$ cat config.mk
export PLATFORM = sky130hd
export DESIGN_NAME = utemporal_mul_gen
export DESIGN_NICKNAME = d
export VERILOG_FILES = /design/src/rtl/utemporal_mul_gen.sv
export SDC_FILE = /design/constraint.sdc
export NUM_CORES = 1
export LEC_CHECK = 0
export CAP_MARGIN = 20
export CORE_MARGIN = 2
export CORE_UTILIZATION = 54
export DETAILED_ROUTE_END_ITERATION = 12
export PLACE_DENSITY = 0.8
export SETUP_SLACK_MARGIN = 0.2
export SYNTH_ARGS = -nofsm -noshare
export SYNTH_HDL_FRONTEND = slang
export SYNTH_SLANG_ARGS = --single-unit
$ cat constraint.sdc
create_clock -name clk -period 1.9 [get_ports clk]
set_input_delay 0.38 -clock clk [delete_from_list [all_inputs] [get_ports clk]]
set_output_delay 0.38 -clock clk [all_outputs]
set_load 0.03 [all_outputs]
$ cat src/rtl/utemporal_mul_gen.sv
// Unary temporal multiplier operand generator: latches a signed input/weight pair and
// streams |i|*|w| as a unary bitstream over a 2^(WIDTH-1)-cycle enabled window.
module utemporal_mul_gen #(
  parameter int WIDTH = 8
) (
  input  logic             clk,
  input  logic             rst_n,
  input  logic             en,
  input  logic             clr,
  input  logic             start,
  output logic             ready,
  input  logic [WIDTH-1:0] ival,
  input  logic [WIDTH-1:0] wval,
  output logic             prod_bit,
  output logic             sign_i,
  output logic             sign_w,
  output logic             mac_done,
  output logic             en_o
);
  localparam int M = WIDTH - 1;

  typedef enum logic {IDLE, RUN} state_t;

  state_t         state_q, state_d;
  logic [M-1:0]   cnt_q, cnt_d;
  logic [M:0]     mag_i_q, mag_i_d;
  logic [M:0]     mag_w_q, mag_w_d;
  logic           sgn_i_q, sgn_i_d;
  logic           sgn_w_q, sgn_w_d;
  logic           prod_bit_q, prod_bit_d;
  logic           sign_i_q, sign_i_d;
  logic           sign_w_q, sign_w_d;
  logic           mac_done_q, mac_done_d;
  logic           en_o_q, en_o_d;

  logic [M-1:0]   cnt_rev;
  logic           last;
  logic           load;

  // Magnitude fits in M+1 bits, so the most negative operand maps to 2^M.
  function automatic logic [M:0] mag_of(input logic [WIDTH-1:0] x);
    mag_of = x[WIDTH-1] ? (~x + 1'b1) : x;
  endfunction

  always_comb begin
    cnt_rev = '0;
    for (int unsigned b = 0; b < M; b++) begin
      cnt_rev[b] = cnt_q[M-1-b];
    end
  end

  assign last  = (cnt_q == '1);
  assign ready = (state_q == IDLE) | ((state_q == RUN) & en & last);
  // ready already encodes both the idle accept and the last-cycle back-to-back accept.
  assign load  = start & ready;

  always_comb begin
    state_d    = state_q;
    cnt_d      = cnt_q;
    mag_i_d    = mag_i_q;
    mag_w_d    = mag_w_q;
    sgn_i_d    = sgn_i_q;
    sgn_w_d    = sgn_w_q;
    prod_bit_d = 1'b0;
    mac_done_d = 1'b0;
    en_o_d     = 1'b0;
    sign_i_d   = sign_i_q;
    sign_w_d   = sign_w_q;

    if (clr) begin
      state_d  = IDLE;
      cnt_d    = '0;
      mag_i_d  = '0;
      mag_w_d  = '0;
      sgn_i_d  = 1'b0;
      sgn_w_d  = 1'b0;
      sign_i_d = 1'b0;
      sign_w_d = 1'b0;
    end else begin
      if ((state_q == RUN) && en) begin
        prod_bit_d = ({1'b0, cnt_q} < mag_i_q) & (mag_w_q > {1'b0, cnt_rev});
        mac_done_d = (cnt_q == '0);
        en_o_d     = 1'b1;
        sign_i_d   = sgn_i_q;
        sign_w_d   = sgn_w_q;
        cnt_d      = cnt_q + 1'b1;
        if (last) begin
          state_d = IDLE;
        end
      end
      if (load) begin
        state_d = RUN;
        cnt_d   = '0;
        mag_i_d = mag_of(ival);
        mag_w_d = mag_of(wval);
        sgn_i_d = ival[WIDTH-1];
        sgn_w_d = wval[WIDTH-1];
      end
    end
  end

  always_ff @(posedge clk or negedge rst_n) begin
    if (!rst_n) begin
      state_q    <= IDLE;
      cnt_q      <= '0;
      mag_i_q    <= '0;
      mag_w_q    <= '0;
      sgn_i_q    <= 1'b0;
      sgn_w_q    <= 1'b0;
      prod_bit_q <= 1'b0;
      sign_i_q   <= 1'b0;
      sign_w_q   <= 1'b0;
      mac_done_q <= 1'b0;
      en_o_q     <= 1'b0;
    end else begin
      state_q    <= state_d;
      cnt_q      <= cnt_d;
      mag_i_q    <= mag_i_d;
      mag_w_q    <= mag_w_d;
      sgn_i_q    <= sgn_i_d;
      sgn_w_q    <= sgn_w_d;
      prod_bit_q <= prod_bit_d;
      sign_i_q   <= sign_i_d;
      sign_w_q   <= sign_w_d;
      mac_done_q <= mac_done_d;
      en_o_q     <= en_o_d;
    end
  end

  assign prod_bit = prod_bit_q;
  assign sign_i   = sign_i_q;
  assign sign_w   = sign_w_q;
  assign mac_done = mac_done_q;
  assign en_o     = en_o_q;

endmodule

## Yosys cells after proc, flatten, opt, wreduce, memory -nomap -nowiden

Index checks and enable logic that the tools add are counted.

- Bits of input ports: 21
- Bits in registers: 31
- Output and inout port bits: 6
- Logic and storage cells: 59

- Equal/unequal tests: 1
- Order comparisons: 2
- Reductions and logical operators: 7
- Add/subtract/negate cells: 3
- Bitwise gates (word level): 8
- Mux-type cells: 27

Operators with widths:

| operator | number |
|---|---|
| $mux W8 | 6 |
| $mux W7 | 3 |
| $mux W1 | 18 |
| $add A8 B1 Y8 const B | 2 |
| $not A8 Y8 | 2 |
| $gt A8 B7 Y1 | 1 |
| $lt A7 B8 Y1 | 1 |
| $add A7 B1 Y7 const B | 1 |
| $eq A7 B7 Y1 const B | 1 |
| $logic_not A7 Y1 | 1 |
| $reduce_bool A3 Y1 | 2 |
| $and A1 B1 Y1 | 4 |
| $reduce_bool A2 Y1 | 2 |
| $reduce_and A2 Y1 | 1 |
| $logic_and A1 B1 Y1 | 1 |
| $not A1 Y1 | 1 |
| $or A1 B1 Y1 | 1 |

## Depth between registers and ports, before layout

Gate-level depths: netlist of run 1.

- Word-level depth: 6
- Mapped depth: 6
- Mapped depth without buffers: 6

## Worst setup path after synthesis of run 1

No wires, ideal clock.

- Path kind: reg-to-reg
- Start: register cnt_q[0]
- End: register sgn_i_q
- Arrival time: 1.537 ns
- Path buffers: 1
- Data required time: 1.779 ns
- Path slack: 0.242 ns
- Clock period less this slack: 1.658 ns
- Cell stages (with the launch flop): 7
- Library setup time: 0.121 ns
- Cell sequence: dfrtp_1 ha_1 nand3_2 o21ai_4 a21oi_1 buf_2 a22o_1

- Longest elaborated chain between the ends: 5

Ends and longest elaborated chain:

| item | RTL line | text |
|---|---|---|
| from (decl) | 25 | `logic [M-1:0] cnt_q, cnt_d;` |
| from (signal assigned) | 117 | `cnt_q <= cnt_d;` |
| $eq A7 B7 Y1 | 52 | `assign last = (cnt_q == '1);` |
| $and A1 B1 Y1 | 53 | `assign ready = (state_q == IDLE) \| ((state_q == RUN) & en & last);` |
| $or A1 B1 Y1 | 53 |  |
| net ready | 11 | `output logic ready,` |
| $and A1 B1 Y1 | 55 | `assign load = start & ready;` |
| $reduce_bool A2 Y1 (no source line) | n/a |  |
| to (signal assigned) | 120 | `sgn_i_q <= sgn_i_d;` |
| to (decl) | 28 | `logic sgn_i_q, sgn_i_d;` |

The timed path passes the listed nets, and every way through them passes these cells.
A chain may end at the register's enable or synchronous reset.

## Final worst setup path of run 1

- Start: register cnt_q[1]
- End: output port ready

- Longest elaborated chain between the ends: 3

Ends and longest elaborated chain:

| item | RTL line |
|---|---|
| $eq A7 B7 Y1 | 52 |
| $and A1 B1 Y1 | 53 |
| $or A1 B1 Y1 | 53 |
| to (decl) | 11 |

Every way passes these cells.

==> results of run 1 <==
-- power by group through the flow --
stage,logic [W],registers [W],clock network (W)
floorplan,0.000149,0.000718,0
global placement,0.000285,0.000714,0
detailed placement,0.000298,0.000716,0
CTS,0.000302,0.000703,0.000436
global route,0.000348,0.000706,0.000471
finish,0.000317,0.000703,0.000432
-- what timing repair did --
action,4_1_cts,5_1_grt
resized for setup,13,7
setup buffers,2,6
pin swaps,2,5
endpoints found under the setup margin,17,16
-- cells by family (layout without fill, tap and decap cells) --
kind of cell | after synthesis | in the layout | share of synthesized area
AO/OA/AOI/OAI | 46 | 46 | 0.185
AND/OR/NAND/NOR | 43 | 43 | 0.139
flip-flops | 31 | 31 | 0.426
buffers and inverters | 24 | 79 | 0.0508
adder cells (fa/ha/maj) | 17 | 17 | 0.117
XOR/XNOR | 15 | 15 | 0.0721
multiplexers | 2 | 2 | 0.0110
-- cells in the mapped netlist (2+ instances only) --
cell       count
o2bb2ai_1      2
nor2_1         9
nor4_1         4
nand2_1        9
a21boi_0       2
a22o_1         8
dfrtp_1       31
o31ai_1        3
o21ai_0        2
buf_2          2
inv_1         18
a211oi_1       2
or4_1          2
nand4_1        2
xnor2_1        9
mux2i_1        2
nor2b_1        2
o22ai_1        7
or3_1          2
xor2_1         6
nand3_1        2
a21o_1         4
ha_1          17
o211ai_1       2
a21oi_1        9
clkbuf_1       4
-- area by class of cell --
class | instances | share of cell area
flip-flops and latches | 31 | 0.316
repair buffers | 53 | 0.199
inverters | 18 | 0.0274
well taps | 46 | 0.0234
multi-input cells | 123 | 0.407
clock buffers | 8 | 0.0279
-- per-stage QoR --
stage	std cells	hold WS (ps)
floorplan	178	84.4
global placement	263	486
detailed placement	263	495
CTS	273	426
global route	279	443
finish	279	411
-- routing by layer --
layer / wire length (um) / share of wire / GRT usage / up-vias
li1: - / - / - / 754
met1: 1890 / 0.42 / 0.274 / 780
met2: 2280 / 0.51 / 0.397 / 41
met3: 182 / 0.041 / 0.0417 / 10
met4: 102 / 0.023 / 0.108 / 0
met5: 0 / 0 / 0 / -
-- worst max path at each step --
| stage | slack, ps | startpoint | end | depth (start not counted) |
|---|---|---|---|---|
| floorplan | 240 | cnt_q[0] | sgn_i_q | 6 |
| global placement | -100 | en | sgn_w_q | 5 |
| detailed placement | -150 | en | mag_i_q[0] | 5 |
| CTS | 100 | cnt_q[1] | ready | 5 |
| global route | -5 | cnt_q[1] | mag_i_q[0] | 5 |
| finish | 80 | cnt_q[1] | ready | 5 |
==> results.toml, run 1 <==
[run_status]
status = "finished clean"

[yosys]
synth_top_area_share = 0.426
async_reset_ff_frac = 1.00
synth_cells = 178
synthesis.yosys.warnings = 0
synth_ff_type = "dfrtp_1"
netlist_area_mm2 = 0.00182
synth_fp_nets = 216
yosys.area.top_type = "dfrtp_1"
synth_cell_types = 42
ys_seq_area_frac = 0.426
syn_avg_cell_area_um2 = 10.2
ys_ff_latch = 31
synth_enable_flop_cells = 0
synth_area_leaders = "dfrtp_1 43%, ha_1 12%, xnor2_1 4.3%"

[clock_tree]
clk_pin_slew_worst_paths_ps = 100
insertion_delay_ps = 340
numCtsBuffers = 5
cts.sinks = 31
cts_tree = "done"
htreeDepth = 2
cts-root-buf = "clkbuf_4"
holdBufCountCts = 0
clockBufferDepth = 2

[final_layout]
area_growth_pct = 35.1
fillers = 233
diodes = 0
top_regs = "mag_i_q x8, mag_w_q x8, cnt_q x7"
fin_util = 0.750
multi_input_area_mm2 = 0.00100
seq_area_um2 = 778
layout_commonest_cell = "dfrtp_1"
layout-drive-gt1-share = 0.206
final_cell_mix = "29 x dfrtp_1, 23 x buf_4, 19 x clkdlybuf4s50_1"
num-nets-final = 270
design_area_mm2 = 0.00246

[placement]
portBuffers = 26
dpl_cell_area_mm2 = 0.00228
place.gp.congestion = 0.821
dpl_worst_slack_ps = -149
dpl.hpwl_mm = 3.16

[job]
drv_cap = 0

[pwr]
p_int_w = 0.00106
swShare = 0.268
p_sw_w = 0.000389
clockPowerShare = 0.298
power_frac_comb = 0.218
p_seq_frac = 0.484
total_leakage_power_nw = 1.12
ir_worst_vdd_uv = 400
p_per_area_mw_per_mm2 = 590
design_power_total_w = 0.00145

[critical_path]
endpoint_kind = "output pin"
reg2reg_from = "cnt_q[1]"
cp_cell_sequence = "ha_4, nand3_4, o21ai_4, buf_6, buf_6"
rrSetupSlack_ps = 90
worst-endpoint-arrival_ps = 1440
cp_max_fo = 3
cp-start-kind = "register"
r2r-end = "mag_i_q[0]"
criticalPathCategory = "register to output pin"
required_ps = 1520
r2r_cells = 5
crit_slowest_cell = "dfrtp_1"
cp_top_family = "flip-flops"
cp_num_buf_inv = 2
crit_top_cell = "buf_6"
crit_path_max_incr_delay_ps = 410

[die]
dieArea_mm2 = 0.00386
start_util = 0.555
die_w_um = 62.1
die_y_um = 62.1
core_mm2 = 0.00328
boundaryPins = 27
num_rows = 21

[detailed_routing]
drt-total-wl_mm = 4.46
drcViolationCount = 0
vias_per_cell = 5.68
via_count = 1585
drtIter0Drc = 67
antenna_left = 0
drtPass1Iterations = 4
routedWlPerCell_um = 16.0

[timing]
hold_viol_final = 0
fin_crit_sh = 0.955
fin_ws_ps = 84.8
report.final.slew_viol_count = 0
relSlewSlack = 0.428
worst_pin_slew_ps = 857
finalSetupTns_ps = 0
skew_ps = 9.32
setup_viol = 0
max_freq_mhz = 551
rsz0062_at_grt = "yes"
period_minus_slack_ps = 1820

[global_routing]
gr-usage-all-layers = 0.228
gr-total-overflow = 0
antenna_found_initial = 0
grt_pass1_wl_mm = 6.88
grt_pass1_vias = 1541
grt_max_degree = 32

[worst_hold_path]
hold_path_class = "input pin to asynchronous set/reset pin"
No activity file was read; power rests on OpenSTA's default activity.
==> run 2: changes to the inputs <==
CTS_CLUSTER_SIZE = 14   (was not set)
==> results of run 2 <==
Final layout, timing and power as in run 1 (identical DEF).
==> run 3: changes to the inputs <==
==> constraint.sdc (replaced) <==
create_clock -name clk -period 1.9 [get_ports clk]
set_input_delay 0.57 -clock clk [delete_from_list [all_inputs] [get_ports clk]]
set_output_delay 0.57 -clock clk [all_outputs]
set_load 0.03 [all_outputs]
==> run 3 against run 2 <==
The run now ends with negative setup slack left. Clock power increased by 4.6%. First-iteration DRC count grew 90%. Clock skew grew 4.2 ps.
==> results.toml, run 3 (same netlist as run 1, synthesis figures left out) <==
[final_layout]
design_area_mm2 = 0.00278
num-nets-final = 281
diodes = 0
layout.cells.non_filler = 290
layout-drive-gt1-share = 0.332
fillers = 175
fin_util = 0.848
top_regs = "mag_i_q x8, mag_w_q x8, cnt_q x7"
layout_commonest_cell = "dfrtp_1"
final_cell_mix = "29 x dfrtp_1, 26 x buf_4, 17 x inv_1, 17 x clkdlybuf4s50_1, 14 x ha_1"
area_growth_pct = 52.7

[job]
drv_cap = 0

[critical_path]
r2r_cells = 8
crit_slowest_cell = "dfrtp_1"
rrSetupSlack_ps = -80
worst-endpoint-arrival_ps = 2220
cp_cell_sequence = "buf_6, buf_6, buf_6, ha_4, or3b_4, o211ai_1, a21oi_1, a211oi_1"
crit_path_max_incr_delay_ps = 430
cp-start-kind = "register"
criticalPathCategory = "register to register"
reg2reg_from = "cnt_q[1]"
cp_max_fo = 4
required_ps = 2140
crit_top_cell = "buf_6"
endpoint_kind = "register"
r2r-end = "prod_bit"

[clock_tree]
numCtsBuffers = 5
cts.sinks = 31
cts-root-buf = "clkbuf_4"
clk_pin_slew_worst_paths_ps = 100
insertion_delay_ps = 360
htreeDepth = 2
holdBufCountCts = 0
clockBufferDepth = 2
cts_tree = "done"

[pwr]
total_leakage_power_nw = 1.21
swShare = 0.296
ir_worst_vdd_uv = 367
p_seq_frac = 0.449
p_sw_w = 0.000467
p_per_area_mw_per_mm2 = 567
clockPowerShare = 0.287
power_frac_comb = 0.264
p_int_w = 0.00111

[timing]
report.final.slew_viol_count = 0
worst_pin_slew_ps = 462
fin_ws_ps = -79.9
max_freq_mhz = 505
hold_viol_final = 0
relSlewSlack = 0.691
rsz0062_at_grt = "yes"
skew_ps = 13.6
setup_viol = 2
period_minus_slack_ps = 1980
fin_crit_sh = 1.04

[global_routing]
antenna_found_initial = 0
gr-usage-all-layers = 0.268
gr-total-overflow = 0
grt_pass1_vias = 1788
grt_max_degree = 32
grt_pass1_wl_mm = 7.95

[die]
num_rows = 21
die_y_um = 62.1
core_mm2 = 0.00328
start_util = 0.555
die_w_um = 62.1
boundaryPins = 27
dieArea_mm2 = 0.00386

[worst_hold_path]
min_delay_worst_endpoint = "mag_w_q[4]"
hold_depth = 1
hold_path_class = "register to register"
hold_path_startpoint = "mag_w_q[4]"

[placement]
portBuffers = 26
dpl_cell_area_mm2 = 0.00233
dpl.hpwl_mm = 3.43
placedCellCount = 269
place.gp.congestion = 0.839

[detailed_routing]
vias_per_cell = 6.02
drtPass1Iterations = 4
drt-total-wl_mm = 6.03
via_count = 1746
drcViolationCount = 0
antenna_left = 0
drtIter0Drc = 127
routedWlPerCell_um = 20.8

[run_status]
violations = "negative setup slack"
status = "finished with violations"
## run 3: power by group through the flow
stage | logic [W] | clock network (W) | registers [W]
after floorplan | 0.000150 | 0 | 0.000718
after global placement | 0.000294 | 0 | 0.000714
after detailed placement | 0.000312 | 0 | 0.000716
after CTS | 0.000347 | 0.000441 | 0.000702
after global routing | 0.000442 | 0.000472 | 0.000711
final | 0.000417 | 0.000452 | 0.000708
## run 3: worst max-delay path: cells and delay by family, from the launching register on
kind                       cells  cell delay [ps]
AOI/OAI and AO/OA              3              560
and+or+nand+nor                1              360
adders and majority gates      1              150
DFF                            1              430
buffers and inverters          3              360
## run 3: routing by layer
metal,track usage,routed length (um)
met1,0.283,2200
met2,0.497,3180
met3,0.0616,344
met4,0.136,300
met5,0,0
## run 3: area by class of cell
cell class | instances | area, um2 | share of cell area
multi-input cells | 123 | 1190 | 0.428
flip-flops and latches | 31 | 778 | 0.280
repair buffers | 64 | 619 | 0.222
clock buffers | 8 | 68.8 | 0.0247
inverters | 18 | 67.6 | 0.0243
well taps | 46 | 57.6 | 0.0207
## run 3: worst max path at each step
stage	start	endpoint	slack [ps]
finish	cnt_q[1]	prod_bit	-80
global route	cnt_q[1]	prod_bit	-130
CTS	cnt_q[1]	ready	10
detailed placement	ival[0]	mag_i_q[6]	-330
global placement	ival[0]	mag_i_q[6]	-240
floorplan	ival[0]	mag_i_q[6]	230
## run 3: through the flow
step | setup TNS (ps) | power [W] | hold slack, ps | setup slack [ps]
finish | -137 | 0.00158 | 528 | -79.9
global route | -331 | 0.00162 | 546 | -132
CTS | 0 | 0.00149 | 518 | 11.9
detailed placement | -5410 | 0.00103 | 497 | -327
global placement | -4090 | 0.00101 | 484 | -244
floorplan | 0 | 0.000867 | 274 | 226
## run 3: timing repair
action | CTS | global route
gates cloned | 2 | 0
buffers inserted | 6 | 5
pin swaps | 4 | 8
resized for setup | 27 | 41
endpoints found under the setup margin | 23 | 29
